<file path="config.mk">
export PLATFORM = sky130hd
export DESIGN_NAME = fp13_accum_add
export DESIGN_NICKNAME = d
export VERILOG_FILES = /design/src/rtl/fp13_pkg.sv /design/src/rtl/lzc12.sv /design/src/rtl/fp13_accum_add.sv
export SDC_FILE = /design/constraint.sdc
export NUM_CORES = 1
export LEC_CHECK = 0
export ABC_CLOCK_PERIOD_IN_PS = 3400
export CAP_MARGIN = 20
export CORE_MARGIN = 1.5
export CORE_UTILIZATION = 53
export DETAILED_ROUTE_END_ITERATION = 12
export GPL_TIMING_DRIVEN = 0
export PLACE_DENSITY = 0.77
export SETUP_SLACK_MARGIN = 0.2
export SLEW_MARGIN = 20
export SYNTH_ARGS = -nofsm -noshare
export SYNTH_HDL_FRONTEND = slang
export SYNTH_SLANG_ARGS = --single-unit
</file>
<file path="constraint.sdc">
create_clock -name clk -period 3.4 [get_ports clk]
set_input_delay 0.34 -clock clk [delete_from_list [all_inputs] [get_ports clk]]
set_output_delay 0.34 -clock clk [all_outputs]
set_load 0.01 [all_outputs]
</file>
<file path="src/rtl/fp13_pkg.sv">
// rtl/fp13_pkg.sv - shared fp13 types and constants for the MAC PE multiplier and adder
package fp13_pkg;

    typedef struct packed {
        logic       sign;
        logic [4:0] exp;
        logic [6:0] man;
    } fp13_t;

    localparam int          FP13_BIAS    = 15;
    localparam int          FP13_EXP_MAX = 30;
    localparam logic [11:0] FP13_MAX_MAG = 12'hF7F;

    typedef enum logic [2:0] {
        ADD_IDLE,
        ADD_ALIGN,
        ADD_ADD,
        ADD_NORM,
        ADD_ROUND,
        ADD_DONE
    } add_state_e;

endpackage

</file>
<file path="src/rtl/lzc12.sv">
// rtl/lzc12.sv - combinational 12-bit leading-zero counter (12 when the input is zero)
module lzc12 (
    input  logic [11:0] value,
    output logic [3:0]  count
);

    // Scan upward so the highest set bit makes the final assignment.
    always_comb begin
        count = 4'd12;
        for (int i = 0; i < 12; i++) begin
            if (value[i]) count = 4'(11 - i);
        end
    end

endmodule

</file>
<file path="src/rtl/fp13_accum_add.sv">
// rtl/fp13_accum_add.sv - multicycle fp13 accumulate adder; FP13_ADD_RNE_EN selects RNE over truncation
module fp13_accum_add
    import fp13_pkg::*;
#(
    parameter int MAX_ALIGN = 10
) (
    input  logic        clk,
    input  logic        nRST,
    input  logic        start,
    input  logic        stop,
    input  logic [12:0] op1,
    input  logic [12:0] op2,
    output logic [12:0] out,
    output logic        done,
    output logic        overflow,
    output logic        round_loss
);

    localparam int CW = $clog2(MAX_ALIGN + 2);

    add_state_e state_q, state_d;

    fp13_t             a_op, b_op, hi;
    logic              a_zero, b_zero, a_big, collapse;
    logic [4:0]        lo_exp, d;
    logic [6:0]        lo_man;
    logic [10:0]       hi_m, lo_m;
    logic [CW-1:0]     k_in;

    logic              sign_q, sub_q, zero_q;
    logic signed [6:0] exp_q;
    logic [10:0]       big_q, small_q, mant_q;
    logic [11:0]       sum_q;
    logic [CW-1:0]     cnt_q;

    logic [3:0]        lz, sh;
    logic [10:0]       norm_m;
    logic signed [6:0] norm_e;

    logic              inc, loss;
    logic [8:0]        rsum;
    logic [6:0]        man7;
    logic signed [6:0] exp_r;
    logic [12:0]       rnd_out;
    logic              rnd_ovf, rnd_loss;

    assign a_op = op1;
    assign b_op = op2;
    assign done = (state_q == ADD_DONE);

    // A zero operand has no meaningful exponent, so it needs no alignment.
    always_comb begin
        a_zero   = (a_op.exp == 5'd0);
        b_zero   = (b_op.exp == 5'd0);
        a_big    = b_zero || (!a_zero && ({a_op.exp, a_op.man} >= {b_op.exp, b_op.man}));
        hi       = a_big ? a_op : b_op;
        lo_exp   = a_big ? b_op.exp : a_op.exp;
        lo_man   = a_big ? b_op.man : a_op.man;
        hi_m     = (hi.exp == 5'd0) ? 11'd0 : {1'b1, hi.man, 3'b000};
        lo_m     = (lo_exp == 5'd0) ? 11'd0 : {1'b1, lo_man, 3'b000};
        d        = (a_zero || b_zero) ? 5'd0 : hi.exp - lo_exp;
        collapse = int'(d) > MAX_ALIGN;
        k_in     = collapse ? CW'(MAX_ALIGN) : CW'(d);
    end

    always_ff @(posedge clk or negedge nRST) begin
        if (!nRST) state_q <= ADD_IDLE;
        else       state_q <= state_d;
    end

    always_comb begin
        state_d = state_q;
        case (state_q)
            ADD_IDLE:  if (start) state_d = (k_in != '0) ? ADD_ALIGN : ADD_ADD;
            ADD_ALIGN: if (cnt_q == CW'(1)) state_d = ADD_ADD;
            ADD_ADD:   state_d = ADD_NORM;
            ADD_NORM:  state_d = ADD_ROUND;
            ADD_ROUND: state_d = ADD_DONE;
            ADD_DONE:  if (stop) state_d = ADD_IDLE;
            default:   state_d = ADD_IDLE;
        endcase
    end

    lzc12 u_lzc (
        .value (sum_q),
        .count (lz)
    );

    always_comb begin
        sh = lz - 4'd1;
        if (sum_q[11]) begin
            norm_m = {sum_q[11:2], |sum_q[1:0]};
            norm_e = exp_q + 7'sd1;
        end else begin
            norm_m = 11'(sum_q << sh);
            norm_e = exp_q - $signed({3'b000, sh});
        end
    end

    always_comb begin
        loss = |mant_q[2:0];
`ifdef FP13_ADD_RNE_EN
        inc  = mant_q[2] & (mant_q[1] | mant_q[0] | mant_q[3]);
`else
        inc  = 1'b0;
`endif
        // A rounding carry-out means the mantissa became exactly 10.0000000.
        rsum  = {1'b0, mant_q[10:3]} + {8'd0, inc};
        man7  = rsum[8] ? rsum[7:1] : rsum[6:0];
        exp_r = exp_q + $signed({6'd0, rsum[8]});

        rnd_out  = 13'd0;
        rnd_ovf  = 1'b0;
        rnd_loss = loss;
        if (zero_q) begin
            rnd_loss = 1'b0;
        end else if (exp_r > $signed(7'(FP13_EXP_MAX))) begin
            rnd_out = {sign_q, FP13_MAX_MAG};
            rnd_ovf = 1'b1;
        end else if (exp_r <= 7'sd0) begin
            rnd_out  = {sign_q, 12'h000};
            rnd_loss = 1'b1;
        end else begin
            rnd_out = {sign_q, exp_r[4:0], man7};
        end
    end

    always_ff @(posedge clk or negedge nRST) begin
        if (!nRST) begin
            sign_q     <= 1'b0;
            sub_q      <= 1'b0;
            zero_q     <= 1'b0;
            exp_q      <= 7'sd0;
            big_q      <= 11'd0;
            small_q    <= 11'd0;
            mant_q     <= 11'd0;
            sum_q      <= 12'd0;
            cnt_q      <= '0;
            out        <= 13'd0;
            overflow   <= 1'b0;
            round_loss <= 1'b0;
        end else begin
            case (state_q)
                ADD_IDLE: if (start) begin
                    sign_q     <= hi.sign;
                    sub_q      <= a_op.sign ^ b_op.sign;
                    exp_q      <= $signed({2'b00, hi.exp});
                    big_q      <= hi_m;
                    small_q    <= collapse ? {10'd0, |lo_m} : lo_m;
                    cnt_q      <= k_in;
                    overflow   <= 1'b0;
                    round_loss <= 1'b0;
                end
                ADD_ALIGN: begin
                    small_q <= {1'b0, small_q[10:2], |small_q[1:0]};
                    cnt_q   <= cnt_q - CW'(1);
                end
                ADD_ADD: begin
                    sum_q <= sub_q ? ({1'b0, big_q} - {1'b0, small_q})
                                   : ({1'b0, big_q} + {1'b0, small_q});
                end
                ADD_NORM: begin
                    mant_q <= norm_m;
                    exp_q  <= norm_e;
                    zero_q <= (sum_q == 12'd0);
                end
                ADD_ROUND: begin
                    out        <= rnd_out;
                    overflow   <= rnd_ovf;
                    round_loss <= rnd_loss;
                end
                default: ;
            endcase
        end
    end

endmodule

</file>
; ---- Word-level counts from Yosys, hierarchy flattened
; Index checks and enable logic that the tools add are counted.
[totals]
out_inout_bits = 16
register_bits = 76
input_bits = 30
[classes]
n_lt_le_gt_ge = 4
n_addsub = 7
mux = 45
n_reduce_logical = 23
n_eq_ne = 9
shifts = 1
bitwise_logic = 1
[ops]
columns = operator, n
row1 = $mux W11, 4
row2 = $mux W4, 10
row3 = $mux W12, 3
row4 = $mux W13, 2
row5 = $pmux W11 S2, 1
row6 = $mux W3, 7
row7 = $mux W7, 3
row8 = $logic_not A5 Y1, 4
row9 = $pmux W3 S6, 1
row10 = $pmux W7 S2, 1
row11 = $add A11 B11 Y12, 1
row12 = $ge A12 B12 Y1, 1
row13 = $logic_not A12 Y1, 1
row14 = $shl A12 B4 Y10, 1
row15 = $sub A11 B11 Y12, 1
row16 = $reduce_or A11 Y1, 1
row17 = $mux W10, 1
row18 = $mux W5, 2
row19 = $pmux W4 S2, 1
row20 = $reduce_and A2 Y1, 4
row21 = $sub A4 B1 Y4 const B, 2
row22 = $add A7 B2 Y7 const B, 1
row23 = $gt A7 B6 Y1 const B, 1
row24 = $le A7 B1 Y1 const B, 1
row25 = other kinds (21), 35

; ---- Depth between registers and ports, before layout
[depth]
depth_word = 16
depth_mapped = 18
ltp_nobuf = 16

; ---- Modules after synthesis
; Synthesis repeated with hierarchy kept, for this count alone.
[hier_totals]
hier_cells = 616
hier_area_um2 = 5312.6
[modules_own_cells]
columns = module, area_per_inst_um2, seq_area_each_um2, instances, cells_per_inst
row1 = fp13_accum_add, 5201.2, 1826.8, 1, 595
row2 = lzc12, 111.4, 0.0, 1, 21

; ---- Worst setup path before layout
; OpenSTA, ideal clock, no wires.
[synth_path]
path_kind = input-to-reg
startpoint = input port op1[0]
endpoint = register cnt_q[0]
arrival_time_ns = 3.734
cell_stages = 16
required_ns = 3.314
n_path_buf = 1
slack_ns = -0.420
setup_ns = 0.086
cell_sequence = inv_1 ha_1 nand2b_1 a2111oi_4 o31ai_4 o21a_4 a21oi_1 clkbuf_1 a21oi_1 ha_1 nand2_1 o311ai_0 a221oi_4 xnor2_1 a211o_4 o221ai_2
[synth_via]
elab_chain_cells = 10
elab_cells_between_ends = 11
[synth_lines]
columns = item, line
row1 = from (decl), fp13_accum_add.sv:11  ; input logic [12:0] op1,
row2 = $ge A12 B12 Y1 (*), fp13_accum_add.sv:55  ; a_big = b_zero || (!a_zero && ({a_op.exp, a_op.man} >= {b_op.exp, b_op.man}));
row3 = $logic_and A1 B1 Y1 (*), fp13_accum_add.sv:55
row4 = $logic_or A1 B1 Y1 (*), fp13_accum_add.sv:55
row5 = $mux W13 / $mux W5 (equally long branches), "fp13_accum_add.sv:56, fp13_accum_add.sv:57"
row6 = $sub A5 B5 Y5 (*), fp13_accum_add.sv:61  ; d = (a_zero || b_zero) ? 5'd0 : hi.exp - lo_exp;
row7 = $mux W5 (*), fp13_accum_add.sv:61
row8 = $gt A5 B4 Y1, fp13_accum_add.sv:62  ; collapse = int'(d) > MAX_ALIGN;
row9 = $mux W4 (*), fp13_accum_add.sv:63  ; k_in = collapse ? CW'(MAX_ALIGN) : CW'(d);
row10 = $mux W4 (*), fp13_accum_add.sv:144  ; ADD_IDLE: if (start) begin
row11 = $pmux W4 S2 (*), fp13_accum_add.sv:143  ; case (state_q)
row12 = to (signal assigned), fp13_accum_add.sv:150  ; cnt_q <= k_in;
row13 = to (signal assigned), fp13_accum_add.sv:156  ; cnt_q <= cnt_q - CW'(1);
row14 = to (decl), fp13_accum_add.sv:34  ; logic [CW-1:0] cnt_q;
; Mark *: on every way between the ends. The rest lies on a longest branch, timed or not. The select of a mux whose other input is x is not followed.
; A chain may end at the register's enable or synchronous reset.

; ---- Worst setup path after layout
[layout_path]
startpoint = input port op2[9]
endpoint = register cnt_q[0]
[layout_via]
elab_chain_cells = 10
elab_cells_between_ends = 13
[layout_lines]
columns = item, line
row1 = from (decl), fp13_accum_add.sv:12  ; input logic [12:0] op2,
row2 = $ge A12 B12 Y1, fp13_accum_add.sv:55
row3 = $logic_and A1 B1 Y1, fp13_accum_add.sv:55
row4 = $logic_or A1 B1 Y1, fp13_accum_add.sv:55
row5 = $mux W13 / $mux W5 (equally long branches), "fp13_accum_add.sv:56, fp13_accum_add.sv:57"
row6 = $sub A5 B5 Y5, fp13_accum_add.sv:61
row7 = $mux W5 (*), fp13_accum_add.sv:61
row8 = $gt A5 B4 Y1, fp13_accum_add.sv:62
row9 = $mux W4 (*), fp13_accum_add.sv:63
row10 = $mux W4 (*), fp13_accum_add.sv:144
row11 = $pmux W4 S2 (*), fp13_accum_add.sv:143
; Marked as above.

==> flow_metrics.tcl <==
set metrics [dict create \
    outcome "finished clean" \
    antenna_found_initial 0 \
    overflow 0 \
    cts_made_buffers 9 \
    drt_iter0_markers 262 \
    total_leakage_power_uw 0.00316 \
    postRouteAntennaNets 0 \
    yosysMostFrequentCell "dfrtp_1" \
    fp.coreArea_um2 9730 \
    postLayoutCoreUtil_pct 74.0 \
    track_usage_pct 29.4 \
    grtUsageMet1_pct 36.0 \
    ys_types 69 \
    worstSkewPairLatency_ps 360 \
    io_buffers 45 \
    grt_busiest_layer "met2" \
    drive_above_1_share_pct 27.8 \
    grt_pass1_vias 4971 \
    cts-root-buf "clkbuf_8" \
    drt_first_pass_iters 5 \
    clock_sinks 73 \
    hold_violations 0 \
    via_per_inst 6.05 \
    place_hpwl_um 10300 \
    initial_core_util_pct 54.3 \
    wl_per_cell_um 17.7 \
    synth_warnings 0 \
    cp-end-kind "register" \
    nets 784 \
    max-clock-path-buffers 2 \
    synth_edf_count 0 \
    power_density_nw_per_um2 1180 \
    cts_tree "built" \
    n_antenna_cell 0 \
    io_pins 46 \
    gp_congestion 0.939 \
    synthArstFlopShare_pct 100 \
    synth-seq-cells 73 \
    slew_violations 0 \
    arrival_ps 3620 \
    grt_max_degree 47 \
    crit_fanout 5 \
    yosys-top-cells-area "dfrtp_1 (35%), ha_1 (7.6%), a21oi_1 (5.3%), nand2_1 (5.0%), xnor2_1 (4.8%)" \
    ir_drop_v 0.000764 \
    syn2layout_area_growth_pct 36.3 \
    yosysTopAreaCell "dfrtp_1" \
    period_needed_ps 3350 \
    finalInstanceArea_um2 7200 \
    ys_seq_area_share_pct 34.6 \
    drc_errors 0 \
    syn_inst 613 \
    fmax_mhz 299 \
    n_fill_cell 703 \
    die_w_um 103 \
    hold_path_class "primary input to register" \
    maxCapViolations 0 \
    met3_usage_pct 4.88 \
    clock_skew_ps 18.7 \
    final.period_utilization_pct 98.4 \
    grt_util_met2_pct 52.5 \
    synth_top_area_share_pct 34.6 \
    synth_fp_nets 676 \
    slew_headroom_pct 43.3 \
    grt_pass1_wl_um 24100 \
    finalPower_uw 8530 \
    dieHeight_um 103 \
    clk_pin_slew_ps 80 \
    yosys-top-cells-count "dfrtp_1 (73), nand2_1 (70), nor2_1 (62)" \
    crit_required_ps 3680 \
    num_vias 5198 \
    h-tree-depth 3 \
    die-area_um2 10600 \
    tightest_slew_ps 843 \
    critPathKind "primary input to register" \
    num_rows 36 \
    ys.flop_type "dfrtp_1" \
    cp-start-kind "primary input" \
    wirelength_um 15200 \
    netlist_area_um2 5280 \
    avgSynthCellArea_um2 8.62 \
    rsz0062_at_grt "true" \
    setup_violations 0 \
    place_area_um2 6080 \
]
==> state kept, by name (all words and copies together) (netlist names) <==
| name | count |
|---|---|
| out | 13 |
| sub_q | 1 |
| round_loss | 1 |
| sign_q | 1 |
| state_q | 3 |
| small_q | 11 |
| cnt_q | 4 |
| sum_q | 12 |
| exp_q | 7 |
| mant_q | 10 |
| zero_q | 1 |
| overflow | 1 |
| big_q | 8 |
==> layout make-up <==
type	instances	area, µm²	area share, %
flip-flops and latches	73	1830	25.4
well taps	133	166	2.31
inverters	32	139	1.93
repair buffers	96	836	11.6
clock buffers	9	124	1.72
plain buffers	34	208	2.88
multi-input cells	475	3800	52.7
clock inverters	7	100	1.39
==> placed cells by master (no fill, tap or decap), types with 7 or more instances in the layout <==
cell / count
inv_1: 20
inv_2: 8
a221o_1: 9
nor3_1: 10
xnor2_1: 24
clkbuf_2: 10
clkbuf_1: 22
clkbuf_8: 10
a22oi_1: 14
mux2i_1: 9
buf_4: 47
nor2_1: 53
ha_4: 10
a21o_1: 11
buf_6: 7
o21ai_2: 7
nand2b_1: 7
o21ai_0: 38
clkdlybuf4s50_1: 22
ha_1: 20
nand2_1: 67
dfrtp_1: 71
a21oi_1: 48
==> worst max-delay path, cell delays in order <==
cell	delay (ps)
buf_12	100
inv_12	30
ha_4	240
buf_6	90
nand4_1	170
or3_4	440
o31ai_4	300
buf_4	160
buf_6	90
o21ai_4	60
nor2_4	140
a21oi_4	50
ha_4	200
nand2_4	60
o311ai_4	110
a221oi_4	280
xnor2_2	180
a211o_4	390
o221ai_2	170
==> cell families after synthesis <==
family,after synthesis,share of synthesized area (%)
xor+xnor,36,5.97
simple gates,191,16.4
compound gates,200,26.4
buf+inv,66,4.81
fa+ha+maj,33,7.96
flops,73,34.6
mux,14,3.84
==> timing repair <==
item                                   in CTS  in global routing
pin swaps                                  28                 46
cloned                                      1                  0
hold buffers                                1                  0
buffers inserted                           30                 19
setup endpoints to repair                  27                 20
gates resized for setup                    80                 92
endpoints found under the hold margin      27                  0
==> final timing paths <==
check	startpoint	to	slack (ps)	cells after the start
min in group asynchronous	nRST	out[9]$_DFFE_PN0P_	440	2
max reg2reg	sum_q[1]$_DFFE_PN0P_	exp_q[6]$_DFFE_PN0P_	60	17
max in group asynchronous	nRST	big_q[3]$_DFFE_PN0P_	2390	3
min	op2[0]	big_q[3]$_DFFE_PN0P_	340	3
max	op2[9]	cnt_q[0]$_DFFE_PN0P_	50	19
min reg2reg	out[7]$_DFFE_PN0P_	out[7]$_DFFE_PN0P_	490	2
==> routing by layer <==
| layer | part of all wire [%] | vias up |
|---|---|---|
| met1 | 40 | 2530 |
| met2 | 52 | 190 |
| met3 | 5.3 | 43 |
| met4 | 2.8 | 0 |
| li1 | - | 2435 |
| met5 | 0 | - |
==> through the flow <==
step,TNS (ps),hold slack [ps],cells,setup slack (ps)
3_3_place_gp,-43430,462,791,-1030
3_5_place_dp,-18040,284,792,-1110
4_1_cts,0,445,840,81.0
2_1_floorplan,0,44.4,613,25.0
6_report,0,341,859,53.3
5_1_grt,-114,364,859,-91.2
==> power breakdown <==
part,internal (µW),switching [µW]
clock,421,377
combinational,3070,3110
sequential,1220,324
total,4720,3810
Power figures use the tool's default switching activity.
